==> src/rtl/pipe_ctrl_chain.sv <==
// Valid-tagged pipeline register chain with valid/ready handshake at both
// ends, per-stage stall (bubble insertion) and flush (kills younger stages),
// occupancy output and saturating stall/flush event counters.
// Stage 0 is the entry (youngest), stage STAGES-1 the exit (oldest).
module pipe_ctrl_chain #(
    parameter int WIDTH  = 32,
    parameter int STAGES = 4,
    parameter int CNT_W  = 16,
    localparam int OCC_W = $clog2(STAGES + 1)
) (
    input  logic               clk,
    input  logic               reset,
    input  logic               in_valid,
    input  logic [WIDTH-1:0]   in_data,
    output logic               in_ready,
    output logic               out_valid,
    output logic [WIDTH-1:0]   out_data,
    input  logic               out_ready,
    input  logic [STAGES-1:0]  stall_vec,
    input  logic [STAGES-1:0]  flush_vec,
    input  logic               clr_cnt,
    output logic [OCC_W-1:0]   occupancy,
    output logic [CNT_W-1:0]   stall_cnt,
    output logic [CNT_W-1:0]   flush_cnt
);

    // Per-cycle flush increment is at most STAGES+1.
    localparam int INC_W = $clog2(STAGES + 2);
    localparam int SUM_W = CNT_W + INC_W + 1;
    localparam logic [CNT_W-1:0] CNT_MAX = '1;

    logic [STAGES-1:0] v_q, v_d;
    logic [WIDTH-1:0]  data_q [STAGES];
    logic [WIDTH-1:0]  data_d [STAGES];
    logic [STAGES-1:0] kill;
    logic [STAGES-1:0] acc;
    logic [STAGES-2:0] mv;
    logic [OCC_W-1:0]  occ_q, occ_d;
    logic [CNT_W-1:0]  stall_cnt_q, stall_cnt_d;
    logic [CNT_W-1:0]  flush_cnt_q, flush_cnt_d;
    logic [INC_W-1:0]  flush_inc;
    logic [SUM_W-1:0]  flush_sum;

    // Kill mask and ready chain, resolved from the exit stage back to entry.
    // A stalled stage neither accepts nor forwards, so its successor sees a bubble.
    always_comb begin
        logic k_run;
        logic up_acc;
        logic mv_i;
        kill = '0;
        acc  = '0;
        mv   = '0;
        k_run  = flush_vec[STAGES-1];
        kill[STAGES-1] = k_run;
        up_acc = ~stall_vec[STAGES-1] &
                 (~v_q[STAGES-1] | (v_q[STAGES-1] & out_ready));
        acc[STAGES-1] = up_acc;
        for (int i = STAGES - 2; i >= 0; i--) begin
            k_run   = k_run | flush_vec[i];
            kill[i] = k_run;
            mv_i    = v_q[i] & ~stall_vec[i] & up_acc;
            mv[i]   = mv_i;
            up_acc  = ~stall_vec[i] & (~v_q[i] | mv_i);
            acc[i]  = up_acc;
        end
    end

    // Next valid/data per stage: flush beats stall beats transfer.
    always_comb begin
        logic src;
        v_d = v_q;
        for (int i = 0; i < STAGES; i++) data_d[i] = data_q[i];
        if (kill[0]) begin
            v_d[0] = 1'b0;
        end else if (acc[0]) begin
            v_d[0] = in_valid;
            if (in_valid) data_d[0] = in_data;
        end
        for (int i = 1; i < STAGES; i++) begin
            src = mv[i-1] & ~kill[i-1];
            if (kill[i]) begin
                v_d[i] = 1'b0;
            end else if (acc[i]) begin
                v_d[i] = src;
                if (src) data_d[i] = data_q[i-1];
            end
        end
    end

    // Occupancy and saturating counters; clear wins over increment.
    always_comb begin
        occ_d     = '0;
        flush_inc = '0;
        for (int i = 0; i < STAGES; i++) begin
            occ_d     = occ_d + OCC_W'(v_d[i]);
            flush_inc = flush_inc + INC_W'(v_q[i] & kill[i]);
        end
        flush_inc = flush_inc + INC_W'(in_valid & acc[0] & kill[0]);
        flush_sum = SUM_W'(flush_cnt_q) + SUM_W'(flush_inc);

        stall_cnt_d = stall_cnt_q;
        if (clr_cnt)
            stall_cnt_d = '0;
        else if (in_valid && !acc[0] && stall_cnt_q != CNT_MAX)
            stall_cnt_d = stall_cnt_q + CNT_W'(1);

        if (clr_cnt)
            flush_cnt_d = '0;
        else if (flush_sum > SUM_W'(CNT_MAX))
            flush_cnt_d = CNT_MAX;
        else
            flush_cnt_d = flush_sum[CNT_W-1:0];
    end

    // State registers, emptied immediately by reset.
    always_ff @(posedge clk or posedge reset) begin
        if (reset) begin
            v_q         <= '0;
            occ_q       <= '0;
            stall_cnt_q <= '0;
            flush_cnt_q <= '0;
            for (int i = 0; i < STAGES; i++) data_q[i] <= '0;
        end else begin
            v_q         <= v_d;
            occ_q       <= occ_d;
            stall_cnt_q <= stall_cnt_d;
            flush_cnt_q <= flush_cnt_d;
            for (int i = 0; i < STAGES; i++) data_q[i] <= data_d[i];
        end
    end

    assign in_ready  = acc[0];
    assign out_valid = v_q[STAGES-1] & ~stall_vec[STAGES-1] & ~kill[STAGES-1];
    assign out_data  = data_q[STAGES-1];
    assign occupancy = occ_q;
    assign stall_cnt = stall_cnt_q;
    assign flush_cnt = flush_cnt_q;

endmodule

==> config.mk <==
export PLATFORM = sky130hd
export DESIGN_NAME = pipe_ctrl_chain
export DESIGN_NICKNAME = d
export VERILOG_FILES = /design/src/rtl/pipe_ctrl_chain.sv
export SDC_FILE = /design/constraint.sdc
export NUM_CORES = 1
export LEC_CHECK = 0
export CORE_UTILIZATION = 55
export DETAILED_ROUTE_END_ITERATION = 12
export PLACE_DENSITY = 0.81
export SETUP_SLACK_MARGIN = 0.5
export SLEW_MARGIN = 20
export SYNTH_ARGS = -nofsm -noshare
export SYNTH_HDL_FRONTEND = slang
export SYNTH_SLANG_ARGS = --single-unit
==> constraint.sdc <==
create_clock -name clk -period 13.2 [get_ports clk]
set_input_delay 1.98 -clock clk [delete_from_list [all_inputs] [get_ports clk]]
set_output_delay 1.98 -clock clk [all_outputs]
set_load 0.01 [all_outputs]
==> impl_metrics.yaml <==
run_status:
  status: "finished clean"
worst_hold_path:
  min-delay-start: "data_q[44]"
  whs_path_depth: 1
  hold_path_end: "out_data[12]"
  hp-class: "reg -> reg"
sta:
  hold-worst-slack_ns: 0.5006
  setup_violations: 0
  tightest_slew_ns: 1.050
  fin_skew_ns: 0.008071
  relSlewSlack: 0.2980
  fin_tns_setup_ns: 0
  fmax_mhz: 174.7
  slew_violations: 0
  min_period_ns: 5.724
  min_period_over_period: 0.4336
  finalHoldViolCount: 0
  rsz0062_at_grt: "no"
worst_setup_path:
  r2r_cells: 12
  r2r-end: "flush_cnt[2]"
  crit_arrival_ns: 6.05
  critPathLaunchType: "input pin"
  worstSetupPathType: "in -> reg"
  cp_max_fo: 11
  end_kind: "flip-flop"
  cp.required_ns: 13.53
  reg2reg_from: "v_q[0]"
  ff2ff_setup_slack_ns: 9.49
clocking:
  cts.sinks: 167
  post-cts-setup-buffers: 0
  tritoncts: "yes"
  clk_latency_ns: 0.42
  clockRootBuffer: "clkbuf_16"
  clockBufferDepth: 2
  cts-resized-gates: 0
  cts_inserted_buffers: 17
  cts.hold.buffers_added: 0
  clkTransAtPathRegs_ns: 0.06
  cts_max_level: 4
finish:
  n_antenna_cell: 0
  fill_cells: 912
  finish.utilization: 0.6936
  regArea_um2: 4179
  fin_nets: 684
  multi_input_area_um2: 2768
  area_delta_synth_final_pct: 20.82
  drive_gt1_frac: 0.2676
  final_area_um2: 8895
global_route:
  grt_max_degree: 98
  grt_usage: 0.2249
  grt_overflow: 0
  grt_pass1_vias: 4776
  grt_pass1_wl_um: 24160
  antenna_found_initial: 0
yosys:
  synth_warnings: 0
  synthTopCellsByArea: "dfrtp_1 57%, mux2_2 15%, mux2_4 5.9%"
  synth_seq_area_share: 0.5676
  ys_ff_latch: 167
  syn-cell-area_um2: 7362
  yosysMostFrequentCell: "dfrtp_1"
  synth_cell_types: 46
  yosys.area.top_type: "dfrtp_1"
  synth_flop_cell: "dfrtp_1"
  synth_top_area_frac: 0.5676
  synth.avg_cell_area_um2: 13.43
  synth.net_count: 604
  synth_edf_count: 0
  synth_commonest_cells: "167 x dfrtp_1, 99 x mux2_2, 32 x buf_4"
  synthArstFlopShare: 1.000
  syn_inst: 548
route:
  vias_per_cell: 5.596
  antenna_left: 0
  drc: 0
  vias: 4538
  wl_per_cell_um: 17.81
  drt_iter0_markers: 227
  wl_um: 14440
  drt_pass1_iterations: 4
flow_run:
  drv_cap: 0
die:
  ios: 114
  coreArea_um2: 12820
  start_util: 0.5740
  die_w_um: 117.7
  rows: 41
  die_h_um: 117.7
  die-area_um2: 13850
placed_design:
  portBuffers: 113
  hpwl_um: 9219
  gp_congestion: 0.8358
  placed_area_um2: 8362
power:
  ir_worst_vdd_mv: 0.09819
  p_per_area_nw_per_um2: 118.3
  p_leak_nw: 4.166
-- through the flow --
stage	setup slack, ns	total power [mW]	cells
after floorplan	6.702	0.5843	548
after CTS	7.464	1.063	811
after detailed placement	7.074	0.6147	781
after global routing	7.176	1.096	811
after global placement	7.208	0.6094	781
final	7.476	1.052	811
-- cell usage in the layout, fill, tap and decap left out, types with 2 or more instances in the layout --
cell type,count
nor2b_1,3
ha_1,7
or4_1,4
fa_1,4
or3_1,9
and4_1,6
nand3b_1,2
xnor2_1,5
xor2_1,4
clkinv_2,4
inv_6,3
dfrtp_1,167
a21oi_1,31
nor2_1,18
clkinv_4,3
nor4b_1,2
mux2_4,29
a21o_1,2
nor2_4,2
nand2b_1,2
buf_4,3
nand3_1,12
clkbuf_16,17
nor3_1,8
inv_1,10
nand4_1,6
a211oi_1,2
mux2_2,99
o31ai_1,4
o211ai_1,2
clkbuf_8,3
and3_1,6
a31oi_1,2
o21a_1,2
nand2_1,17
o21ai_0,12
clkdlybuf4s50_1,112
nor3b_1,2
-- area by class of cell --
cell class	count	area share
timing repair buffer	116	0.1291
inverter	11	0.005205
sequential	167	0.4698
clock inverter	10	0.008018
multi-input combinational	315	0.3112
tap	172	0.02419
clock buffer	20	0.05247
-- sequential cells by signal, summed over array words and instances, names as in the netlist --
signal	count
data_q	96
out_data	32
occupancy	3
v_q	4
stall_cnt	16
flush_cnt	16
-- worst max path at each step --
stage	cells past startpoint	slack, ns	from	endpoint
after floorplan	1	6.70	reset	data_q[100]
after global placement	14	7.21	flush_vec[3]	flush_cnt[0]
after detailed placement	14	7.07	flush_vec[3]	flush_cnt[2]
after CTS	14	7.46	flush_vec[3]	flush_cnt[2]
after global routing	14	7.18	flush_vec[3]	flush_cnt[2]
final	14	7.48	flush_vec[3]	flush_cnt[2]
-- per-layer routing --
layer / global-route usage / share of wire / routed length (um)
met1: 0.2958 / 0.44 / 6334
met2: 0.3592 / 0.49 / 7113
met3: 0.07607 / 0.061 / 882
met4: 0.05609 / 0.0079 / 114
met5: 0 / 0 / 0
-- critical path: stages --
cell             delay (ns)
clkdlybuf4s50_1        0.54
nor4_4                 0.45
and2b_2                0.28
fa_1                   0.50
inv_1                  0.05
fa_1                   0.47
inv_1                  0.07
ha_1                   0.17
inv_1                  0.06
fa_1                   0.40
nor2b_1                0.20
o21a_1                 0.23
nand3_1                0.36
a21oi_1                0.26
-- power by group --
group          internal [mW]  switching [mW]
clock network          0.254           0.194
logic                 0.0324          0.0278
registers              0.533          0.0115
total                  0.819           0.233
-- cells by family after synthesis --
family                   Yosys count  share of synthesized area
XOR/XNOR                           9                    0.01071
AO/OA/AOI/OAI                     61                    0.04775
flip-flops                       167                     0.5676
multiplexers                     129                     0.2119
buffers and inverters             66                    0.05931
AND/OR/NAND/NOR                  105                    0.07988
adder cells (fa/ha/maj)           11                    0.02277
(Power assumes the default switching activity.)
